<file path="src/rtl/mealy_seq_sched.sv">
// Shared Mealy serial pattern detector: arbitrates NCH bit streams into one engine with per-channel history.
// Optional macro SEQ_SCHED_FIXED_PRIO_EN selects fixed-priority arbitration instead of round-robin.
module mealy_seq_sched #(
  parameter int NCH      = 4,
  parameter int PLEN_MAX = 8,
  parameter int CNT_W    = 8,
  localparam int LEN_W   = $clog2(PLEN_MAX) + 1,
  localparam int CH_W    = $clog2(NCH)
) (
  input  logic                clk,
  input  logic                rst,
  input  logic                cfg_wr,
  input  logic [PLEN_MAX-1:0] cfg_pattern,
  input  logic [LEN_W-1:0]    cfg_len,
  input  logic                cfg_overlap,
  output logic                cfg_busy,
  output logic                cfg_err,
  input  logic [NCH-1:0]      bit_valid,
  input  logic [NCH-1:0]      bit_in,
  output logic [NCH-1:0]      bit_ready,
  output logic                det_valid,
  output logic [CH_W-1:0]     det_ch,
  output logic [CNT_W-1:0]    match_cnt
);

  typedef enum logic {RUN, FLUSH} state_t;

  state_t              state_reg, state_next;
  logic [PLEN_MAX-1:0] pattern_reg;
  logic [LEN_W-1:0]    len_reg;
  logic                overlap_reg;
  logic                cfg_err_reg;
  logic                det_valid_reg;
  logic [CH_W-1:0]     det_ch_reg;
  logic [CNT_W-1:0]    match_cnt_reg;

  logic [PLEN_MAX-1:0] hist_all [NCH];
  logic [LEN_W-1:0]    fill_all [NCH];
  logic [CH_W-1:0]     scan_idx [NCH];

  logic                cfg_legal, cfg_accept, cfg_reject, arb_en;
  logic                gnt_any, fire, match;
  logic [CH_W-1:0]     gnt_idx;
  logic [PLEN_MAX-1:0] nh, len_mask;
  logic [LEN_W-1:0]    fill_sel, fill_inc;

  assign cfg_legal  = (cfg_len != '0) && (cfg_len <= LEN_W'(PLEN_MAX));
  assign cfg_accept = cfg_wr && cfg_legal && (state_reg == RUN);
  assign cfg_reject = cfg_wr && !cfg_legal && (state_reg == RUN);
  // Accepted config writes stall the arbiter so the pending bit survives the flush.
  assign arb_en     = !rst && (state_reg == RUN) && !cfg_accept;

`ifdef SEQ_SCHED_FIXED_PRIO_EN
  for (genvar gi = 0; gi < NCH; gi++) begin : g_scan
    assign scan_idx[gi] = CH_W'(gi);
  end
`else
  logic [CH_W-1:0] rr_reg;

  for (genvar gi = 0; gi < NCH; gi++) begin : g_scan
    assign scan_idx[gi] = CH_W'((int'(rr_reg) + gi) % NCH);
  end

  always_ff @(posedge clk) begin
    if (rst) begin
      rr_reg <= '0;
    end else if (fire) begin
      rr_reg <= (gnt_idx == CH_W'(NCH - 1)) ? '0 : gnt_idx + 1'b1;
    end
  end
`endif

  always_comb begin
    gnt_any = 1'b0;
    gnt_idx = '0;
    for (int k = 0; k < NCH; k++) begin
      if (!gnt_any && bit_valid[scan_idx[k]]) begin
        gnt_any = 1'b1;
        gnt_idx = scan_idx[k];
      end
    end
  end

  assign fire      = arb_en && gnt_any;
  assign bit_ready = fire ? (NCH'(1) << gnt_idx) : '0;

  // Match is evaluated only for the granted channel, against its own history.
  assign nh       = {hist_all[gnt_idx][PLEN_MAX-2:0], bit_in[gnt_idx]};
  assign fill_sel = fill_all[gnt_idx];
  assign fill_inc = (fill_sel == LEN_W'(PLEN_MAX)) ? fill_sel : fill_sel + 1'b1;
  assign len_mask = {PLEN_MAX{1'b1}} >> (LEN_W'(PLEN_MAX) - len_reg);
  assign match    = fire
                 && (({1'b0, fill_sel} + (LEN_W + 1)'(1)) >= {1'b0, len_reg})
                 && (((nh ^ pattern_reg) & len_mask) == '0);

  for (genvar gi = 0; gi < NCH; gi++) begin : g_ch
    logic [PLEN_MAX-1:0] hist_reg;
    logic [LEN_W-1:0]    fill_reg;

    always_ff @(posedge clk) begin
      if (rst || state_reg == FLUSH) begin
        hist_reg <= '0;
        fill_reg <= '0;
      end else if (fire && gnt_idx == CH_W'(gi)) begin
        if (match && !overlap_reg) begin
          hist_reg <= '0;
          fill_reg <= '0;
        end else begin
          hist_reg <= nh;
          fill_reg <= fill_inc;
        end
      end
    end

    assign hist_all[gi] = hist_reg;
    assign fill_all[gi] = fill_reg;
  end

  always_comb begin
    state_next = state_reg;
    case (state_reg)
      RUN:     if (cfg_accept) state_next = FLUSH;
      FLUSH:   state_next = RUN;
      default: state_next = RUN;
    endcase
  end

  always_ff @(posedge clk) begin
    if (rst) begin
      state_reg     <= RUN;
      pattern_reg   <= PLEN_MAX'(5'b11011);
      len_reg       <= LEN_W'(5);
      overlap_reg   <= 1'b1;
      cfg_err_reg   <= 1'b0;
      det_valid_reg <= 1'b0;
      det_ch_reg    <= '0;
      match_cnt_reg <= '0;
    end else begin
      state_reg     <= state_next;
      cfg_err_reg   <= cfg_reject;
      det_valid_reg <= match;
      if (match) det_ch_reg <= gnt_idx;
      if (cfg_accept) begin
        pattern_reg   <= cfg_pattern;
        len_reg       <= cfg_len;
        overlap_reg   <= cfg_overlap;
        match_cnt_reg <= '0;
      end else if (match && match_cnt_reg != {CNT_W{1'b1}}) begin
        match_cnt_reg <= match_cnt_reg + 1'b1;
      end
    end
  end

  assign cfg_busy  = !rst && (state_reg == FLUSH);
  assign cfg_err   = cfg_err_reg;
  assign det_valid = det_valid_reg;
  assign det_ch    = det_ch_reg;
  assign match_cnt = match_cnt_reg;

endmodule
</file>
<file path="config.mk">
export PLATFORM = sky130hd
export DESIGN_NAME = mealy_seq_sched
export DESIGN_NICKNAME = d
export VERILOG_FILES = /design/src/rtl/mealy_seq_sched.sv
export SDC_FILE = /design/constraint.sdc
export NUM_CORES = 1
export LEC_CHECK = 0
export ABC_AREA = 1
export CAP_MARGIN = 25
export CORE_UTILIZATION = 45
export CTS_CLUSTER_SIZE = 28
export DETAILED_ROUTE_END_ITERATION = 8
export PLACE_DENSITY = 0.75
export REMOVE_ABC_BUFFERS = 1
export SYNTH_ARGS = -nofsm -noshare
export SYNTH_HDL_FRONTEND = slang
export SYNTH_SLANG_ARGS = --single-unit
export TNS_END_PERCENT = 20
</file>
<file path="constraint.sdc">
create_clock -name clk -period 3.8 [get_ports clk]
set_input_delay 0.76 -clock clk [delete_from_list [all_inputs] [get_ports clk]]
set_output_delay 0.76 -clock clk [all_outputs]
set_load 0.01 [all_outputs]
</file>
==> results_dict.tcl, run 1 <==
set metrics [dict create \
    place_ws_ps -631 \
    skew_ps 4.92 \
    drv_cap 0 \
    dieHeight_um 96.8 \
    synthTopCellsByArea "dfxtp_1 36%, nand2_1 12%, o21ai_0 6.9%, a21oi_1 5.6%, a21oi_2 5.2%" \
    cp-end-kind "flop" \
    crit_top_cell "nand2_1" \
    outcome "completed" \
    nets 671 \
    antenna_found_initial 0 \
    dpl.cell_count 721 \
    start_kind "input pin" \
    fmax_mhz 283 \
    clkPwrFrac_pct 16.9 \
    post-route-util_pct 59.1 \
    vias 4025 \
    setup_slack_ps 261 \
    power.leakage_nw 2.23 \
    synth_common_cells "132 x nand2_1, 72 x dfxtp_1, 56 x o21ai_0" \
    ys.flop_type "dfxtp_1" \
    cts_buffers 9 \
    synth_warnings 0 \
    worst_slew_pin_slew_ps 453 \
    synth_seq_area_share_pct 35.7 \
    peakVddDrop_mv 0.338 \
    grtUsageTotal_pct 24.6 \
    p_comb_share_pct 58.9 \
    globalplace.congestion 0.990 \
    synth_top_cell_by_area "dfxtp_1" \
    placeableCoreArea_um2 8720 \
    clkTransAtPathRegs_ps 80 \
    diodes 0 \
    h-tree-depth 3 \
    cts_tree "done" \
    insertion_delay_ps 360 \
    cts_root_buffer "clkbuf_8" \
    grt-ovfl-total 0 \
    dpl-instance-area_um2 4710 \
    p_total_mw 3.95 \
    io_buffers 40 \
    slowest_stage "ha_1" \
    syn_avg_cell_area_um2 7.19 \
    largest_register_ffs 28 \
    stdcell_area_um2 5150 \
    synthCells 562 \
    cts.sinks 72 \
    path_class "in2reg" \
    final_cells 746 \
    netlist_area_um2 4040 \
    async_flop_share_pct 0 \
    pwr-share-seq_pct 24.2 \
    dpl.hpwl_um 7710 \
    drt_iter0_drc 215 \
    synth_edf_count 0 \
    io_pins 41 \
    slew_viol_final 0 \
    ant_nets 0 \
    grt_pass1_wl_um 18700 \
    drc 0 \
    grt_pass1_vias 4018 \
    ys_ff_latch 72 \
    synth_top_cell_area_share_pct 35.7 \
    dieArea_um2 9370 \
    yosys.cell_count.top_type "nand2_1" \
    cts_max_path_buffers 2 \
    synthToLayoutAreaGrowth_pct 27.5 \
    first_pass_iters 5 \
    rows 34 \
    slew_headroom_pct 69.5 \
    via_per_inst 5.40 \
    min_period_ps 3540 \
    drive_above_1_share_pct 24.0 \
    grt_max_degree 46 \
    hold_viol_final 0 \
    worst-path-max-fanout 5 \
    cp.required_ps 4090 \
    setup_viol 0 \
    critical-path-max-stage-delay_ps 270 \
    crit_arrival_ps 3830 \
    swShare_pct 45.3 \
    p_int_mw 2.16 \
    fp.dieW_um 96.8 \
    min-delay-path-class "reg2reg" \
    netlist-cell-type-count 34 \
    initial_core_util_pct 46.4 \
    wl_per_cell_um 14.8 \
    wl_um 11100 \
    period_share_pct 93.1 \
    netSwitchingPower_mw 1.79 \
    p_per_area_nw_per_um2 765 \
]
## cells in the final DEF (no fill, tap or decap), types with 21 or more instances in the layout
cell type / Yosys / layout
a21oi_1: 45 / 38
nand3_1: 37 / 33
nor2_1: 24 / 21
o21ai_0: 56 / 55
a21oi_2: 24 / 31
nand2_1: 132 / 121
clkdlybuf4s50_1: 0 / 32
buf_4: 4 / 40
dfxtp_1: 72 / 70
inv_1: 54 / 49
## stage by stage
step | hold slack [ps] | setup TNS [ps]
final | 474 | 0
after CTS | 475 | -34.9
after floorplan | 445 | -45540
after global routing | 499 | -147
after global placement | 457 | -25530
after detailed placement | 462 | -33850
## path summary, 6_finish.rpt
path                   from              to  slack [ps]  depth (start not counted)
max            bit_valid[0]    match_cnt[3]         260                         29
min reg2reg  pattern_reg[6]  pattern_reg[6]         470                          2
min          pattern_reg[6]  pattern_reg[6]         470                          2
max reg2reg       rr_reg[1]    match_cnt[3]         260                         27
## power by group through the flow
stage / clock (mW) / combinational (mW) / sequential, mW
2_1_floorplan: 0 / 1.33 / 0.943
3_3_place_gp: 0 / 1.98 / 0.959
3_5_place_dp: 0 / 2.02 / 0.964
4_1_cts: 0.673 / 2.24 / 0.949
5_1_grt: 0.706 / 2.56 / 0.967
6_report: 0.667 / 2.32 / 0.954
## layer usage
| layer | share of wire (%) | track usage, % | vias up | wire length [um] |
|---|---|---|---|---|
| li1 | - | - | 2007 | - |
| met1 | 45 | 32.4 | 1891 | 4940 |
| met4 | 2.4 | 11.6 | 0 | 260 |
| met5 | 0 | 0 | - | 0 |
| met2 | 48 | 39.5 | 105 | 5300 |
| met3 | 5.0 | 3.90 | 22 | 552 |
## layout make-up
cell class,instances,area (um2)
well taps,108,135
multi-input cells,405,2380
repair buffers,84,743
flip-flops and latches,72,1450
inverters,61,236
fillers,757,3570
clock inverters,5,81.3
clock buffers,11,131
## critical path: cells and delay by family
| family | cells | cell delay [ps] |
|---|---|---|
| buffers and inverters | 8 | 910 |
| AND/OR/NAND/NOR | 14 | 1250 |
| AO/OA/AOI/OAI | 6 | 640 |
| adder cells (fa/ha/maj) | 1 | 270 |
## logic make-up (layout without fill, tap and decap cells)
| group | after synthesis | count (layout) | share of synthesized area (%) |
|---|---|---|---|
| AND/OR/NAND/NOR | 245 | 246 | 29.3 |
| XOR/XNOR | 10 | 10 | 2.17 |
| flip-flops | 72 | 72 | 35.7 |
| AO/OA/AOI/OAI | 135 | 135 | 19.3 |
| buffers and inverters | 86 | 161 | 9.16 |
| adder cells (fa/ha/maj) | 14 | 14 | 4.33 |
## repair_timing
action | CTS | global route
resized for setup | 30 | 28
cloned | 0 | 1
setup endpoints to repair | 59 | 58
pin swaps | 15 | 21
hold buffers | 0 | 0
buffers inserted | 5 | 3
(Power assumes the default switching activity.)
==> run 2: changes to the inputs <==
--- a/config.mk
+++ b/config.mk
@@ -6,7 +6,8 @@
 export NUM_CORES = 1
 export LEC_CHECK = 0
 export ABC_AREA = 1
-export CAP_MARGIN = 25
+export CAP_MARGIN = 30
+export CORE_ASPECT_RATIO = 0.7
 export CORE_UTILIZATION = 45
 export CTS_CLUSTER_SIZE = 28
 export DETAILED_ROUTE_END_ITERATION = 8
==> results_dict.tcl, run 2 (synthesis gave the netlist of run 1 again) <==
set metrics [dict create \
    swShare_pct 45.2 \
    pwr-share-seq_pct 23.4 \
    hold_viol_final 0 \
    p_per_area_nw_per_um2 780 \
    min-delay-path-class "reg2reg" \
    power.leakage_nw 2.22 \
    vias 4028 \
    cts_buffers 9 \
    fp.dieW_um 115 \
    grt-ovfl-total 0 \
    nets 665 \
    p_int_mw 2.23 \
    final_cells 752 \
    via_per_inst 5.36 \
    wl_um 11600 \
    slew_headroom_pct 70.2 \
    critical-path-max-stage-delay_ps 270 \
    cp-end-kind "flop" \
    skew_ps 6.02 \
    cts_max_path_buffers 2 \
    r2r_slack_ps 220 \
    synthToLayoutAreaGrowth_pct 29.2 \
    first_pass_iters 5 \
    grt_pass1_vias 3841 \
    placeableCoreArea_um2 8580 \
    largest_register_ffs 28 \
    netSwitchingPower_mw 1.84 \
    initial_core_util_pct 47.1 \
    wl_per_cell_um 15.4 \
    clkPwrFrac_pct 19.1 \
    reg2reg_depth 29 \
    clkTransAtPathRegs_ps 60 \
    path_class "in2reg" \
    antenna_found_initial 0 \
    rows 28 \
    cp.depth 30 \
    dieArea_um2 9370 \
    reg2reg_to "match_cnt[5]" \
    setup_viol 0 \
    outcome "completed" \
    cts_tree "done" \
    grt_pass1_wl_um 18200 \
    start_kind "input pin" \
    cpLargestDelayFamily "simple AND/OR/NAND/NOR gates" \
    p_comb_share_pct 57.5 \
    slew_viol_final 0 \
    io_buffers 40 \
    dpl.hpwl_um 8000 \
    cts.sinks 72 \
    diodes 0 \
    min_period_ps 3660 \
    drt_iter0_drc 333 \
    final.setup.tns_ps 0 \
    p_total_mw 4.07 \
    cp-startpoint "bit_valid[2]" \
    cp.required_ps 4070 \
    cts_root_buffer "clkbuf_16" \
    h-tree-depth 3 \
    ant_nets 0 \
    peakVddDrop_mv 0.432 \
    grtUsageTotal_pct 25.6 \
    dieHeight_um 81.3 \
    grt_max_degree 46 \
    crit_end "match_cnt[5]" \
    drv_cap 0 \
    io_pins 41 \
    final_common_cell "nand2_1" \
    crit_arrival_ps 3930 \
    insertion_delay_ps 340 \
    critPathBufInv 8 \
    drive_above_1_share_pct 23.4 \
    period_share_pct 96.3 \
    slowest_stage "ha_1" \
    worst-path-max-fanout 5 \
    drc 0 \
    r2r-start "rr_reg[0]" \
    globalplace.congestion 0.899 \
    dpl.cell_count 731 \
    place_ws_ps -568 \
    whs_ps 478 \
    mostFrequentLayoutCells "120 x nand2_1, 70 x dfxtp_1, 55 x o21ai_0" \
    crit_top_cell "nand2_1" \
    worst_slew_pin_slew_ps 442 \
    fmax_mhz 273 \
    setup_slack_ps 140 \
    whs_path_depth 2 \
]
-- run 2: metrics by stage --
step                      cell area, um2  utilization, %
after CTS                           5110            59.6
after global placement              4730            55.1
after floorplan                     3910               -
after global routing                5220            60.9
after detailed placement            4730            55.1
final                               5220            60.9
-- run 2: layout make-up --
type / instances / area, um2
multi-input cells: 404 / 2390
repair buffers: 79 / 726
flip-flops and latches: 72 / 1450
inverters: 61 / 236
well taps: 120 / 150
clock buffers: 11 / 243
clock inverters: 5 / 32.5
fillers: 750 / 3360
-- run 2: per-layer routing --
metal	up-vias	track usage [%]	part of all wire, %	wire [um]
li1	1987	-	-	-
met1	1882	33.6	47	5400
met2	136	40.5	45	5260
met3	23	5.15	5.6	649
met4	0	11.9	2.4	274
met5	-	0	0	0
-- run 2: worst min path at each step --
stage / start / endpoint / slack [ps]
6_report: det_ch[1] / det_ch[1] / 480
5_1_grt: det_ch[1] / det_ch[1] / 490
4_1_cts: det_ch[1] / det_ch[1] / 480
3_5_place_dp: det_ch[0] / det_ch[0] / 460
3_3_place_gp: det_ch[1] / det_ch[1] / 460
2_1_floorplan: pattern_reg[5] / pattern_reg[5] / 450
-- run 2: repair_timing --
action / CTS / global route
pin swaps: 16 / 16
hold buffers: 0 / 0
setup buffers: 2 / 3
gates resized for setup: 30 / 32
endpoints found under the hold margin: 0 / 0
endpoints found under the setup margin: 59 / 58
-- run 2: worst min-delay path, stage by stage, from the launching register on --
cell	delay, ps
dfxtp_1	310
nand2_1	60
a21oi_1	60
-- run 2: power groups by stage --
stage	logic [mW]	registers (mW)	clock network [mW]
2_1_floorplan	1.33	0.943	0
3_3_place_gp	2.00	0.956	0
3_5_place_dp	2.05	0.959	0
4_1_cts	2.19	0.947	0.791
5_1_grt	2.55	0.966	0.814
6_report	2.34	0.953	0.780
==> run 3: changes to the inputs <==
--- a/config.mk
+++ b/config.mk
@@ -8,11 +8,11 @@
 export ABC_AREA = 1
 export CAP_MARGIN = 30
 export CORE_ASPECT_RATIO = 0.7
-export CORE_UTILIZATION = 45
+export CORE_UTILIZATION = 52
 export CTS_CLUSTER_SIZE = 28
 export DETAILED_ROUTE_END_ITERATION = 8
-export PLACE_DENSITY = 0.75
-export REMOVE_ABC_BUFFERS = 1
+export PLACE_DENSITY = 0.84
+export SETUP_SLACK_MARGIN = 0.4
 export SYNTH_ARGS = -nofsm -noshare
 export SYNTH_HDL_FRONTEND = slang
 export SYNTH_SLANG_ARGS = --single-unit
==> results_dict.tcl, run 3 (synthesis gave the netlist of run 1 again) <==
set metrics [dict create \
    synth_nets 600 \
    reg2reg_depth 25 \
    grt_pass1_wl_um 19100 \
    crit_arrival_ps 3860 \
    initial_core_util_pct 54.5 \
    path_class "in2reg" \
    fp.dieW_um 107 \
    worst_slew_pin_slew_ps 528 \
    r2r_slack_ps 230 \
    reg2reg_to "g_ch[2].hist_reg[1]" \
    peakVddDrop_mv 0.591 \
    hold_buffers 0 \
    wl_per_cell_um 17.4 \
    grtUsageTotal_pct 31.3 \
    diodes 0 \
    rows 26 \
    p_total_mw 4.51 \
    antenna_found_initial 0 \
    grt_pass1_vias 4070 \
    insertion_delay_ps 370 \
    p_per_area_nw_per_um2 819 \
    drv_cap 0 \
    cts_tree "done" \
    ant_nets 0 \
    power.leakage_nw 2.33 \
    cts.sinks 72 \
    period_share_pct 94.8 \
    worst-path-max-fanout 7 \
    dieHeight_um 75.8 \
    setup_viol 0 \
    rsz0062_at_grt "true" \
    placeableCoreArea_um2 7420 \
    grt-ovfl-total 0 \
    io_pins 41 \
    final_cells 742 \
    dieArea_um2 8140 \
    cp-end-kind "flop" \
    mostFrequentLayoutCells "108 x nand2_1, 70 x dfxtp_1, 55 x o21ai_0" \
    io_buffers 40 \
    drt_iter0_drc 364 \
    final_common_cell "nand2_1" \
    fmax_mhz 278 \
    clkTransAtPathRegs_ps 80 \
    slew_viol_final 0 \
    hold_viol_final 0 \
    cp.required_ps 4060 \
    vias 4200 \
    drive_above_1_share_pct 29.8 \
    grt_max_degree 46 \
    min-delay-path-class "reg2reg" \
    cts_max_path_buffers 2 \
    drc 0 \
    first_pass_iters 5 \
    largest_register_ffs 28 \
    outcome "completed" \
    cts_buffers 9 \
    start_kind "input pin" \
    wl_um 12900 \
    cts_root_buffer "clkbuf_8" \
    crit_end "g_ch[2].hist_reg[1]" \
    cp-startpoint "bit_valid[3]" \
    slew_headroom_pct 64.5 \
    r2r-start "rr_reg[0]" \
    nets 677 \
    skew_ps 7.41 \
    via_per_inst 5.66 \
    globalplace.congestion 0.945 \
    synthToLayoutAreaGrowth_pct 36.4 \
    min_period_ps 3600 \
    dpl.cell_count 716 \
    dpl.hpwl_um 8440 \
    h-tree-depth 3 \
]
==> run 3: cell types whose count changed in the layout (fill, tap and decap cells not counted), sizes merged <==
cell and delta:
inv +1, bufinv +1, clkdlybuf4s50 -2, dlygate4sd2 +2, clkdlybuf4s15 -4, clkinv -1
clkinvlp -2, clkbuf +1, buf +16
==> run 3: layout make-up <==
cell class	instances	area [um2]
Sequential cell	72	1450
Fill cell	512	1900
Clock inverter	4	51.3
Multi-Input combinational cell	404	2630
Tap cell	98	123
Inverter	61	273
Timing Repair Buffer	91	831
Clock buffer	12	155
==> run 3: how the worst min path moves through the flow <==
stage	to	startpoint	slack, ps	cells after the start
floorplan	pattern_reg[5]	pattern_reg[5]	450	2
global placement	det_ch[0]	det_ch[0]	450	2
detailed placement	pattern_reg[6]	pattern_reg[6]	470	2
CTS	pattern_reg[6]	pattern_reg[6]	480	2
global route	det_ch[1]	det_ch[1]	500	2
finish	pattern_reg[6]	pattern_reg[6]	480	2
==> run 3: repair_timing <==
item                                    4_1_cts  5_1_grt
endpoints found under the setup margin       59       59
gates resized for setup                      52       35
pin swaps                                    29       10
buffers inserted                              6        4
==> run 3: power breakdown <==
group / switching [mW] / total, mW / internal (mW)
Sequential: 0.0764 / 0.956 / 0.880
Combinational: 1.73 / 2.91 / 1.18
Clock: 0.303 / 0.644 / 0.340
==> run 3: routing by layer <==
metal	share of wire (%)	track usage, %	wire (um)	vias up
li1	-	-	-	2009
met1	42	38.0	5380	1937
met2	46	52.8	5980	196
met3	7.8	9.41	1010	58
met4	4.0	12.9	516	0
met5	0	0	0	-
==> run 3: critical path: stages <==
cell and delay, ps:
buf_6 90, buf_8 130, inv_16 50, nand2_4 50, nand3_4 70, nand2_4 70, nor2_4 170, nand3_2 130
nand3_4 160, nand2_1 100, nand2_2 100, nor2_2 50, a21oi_2 180, ha_4 240, ha_4 260, a21boi_2 140
o21ai_1 60, nand2_1 90, a21oi_2 70, a21oi_2 140, nand2_2 120, nor2_8 140, nand3_4 130, buf_12 190
nand2_8 70, a21oi_1 60
==> run 3: per-stage QoR <==
stage                     setup TNS, ps  utilization, %  area (um2)  setup WS, ps  hold slack [ps]
after floorplan                       0               -        4280           177              446
after global placement           -22180            67.1        4970          -420              454
after detailed placement         -30220            67.1        4970          -569              465
after CTS                             0            71.8        5320           313              477
after global routing                  0            74.3        5510          27.9              504
final                                 0            74.3        5510           199              482
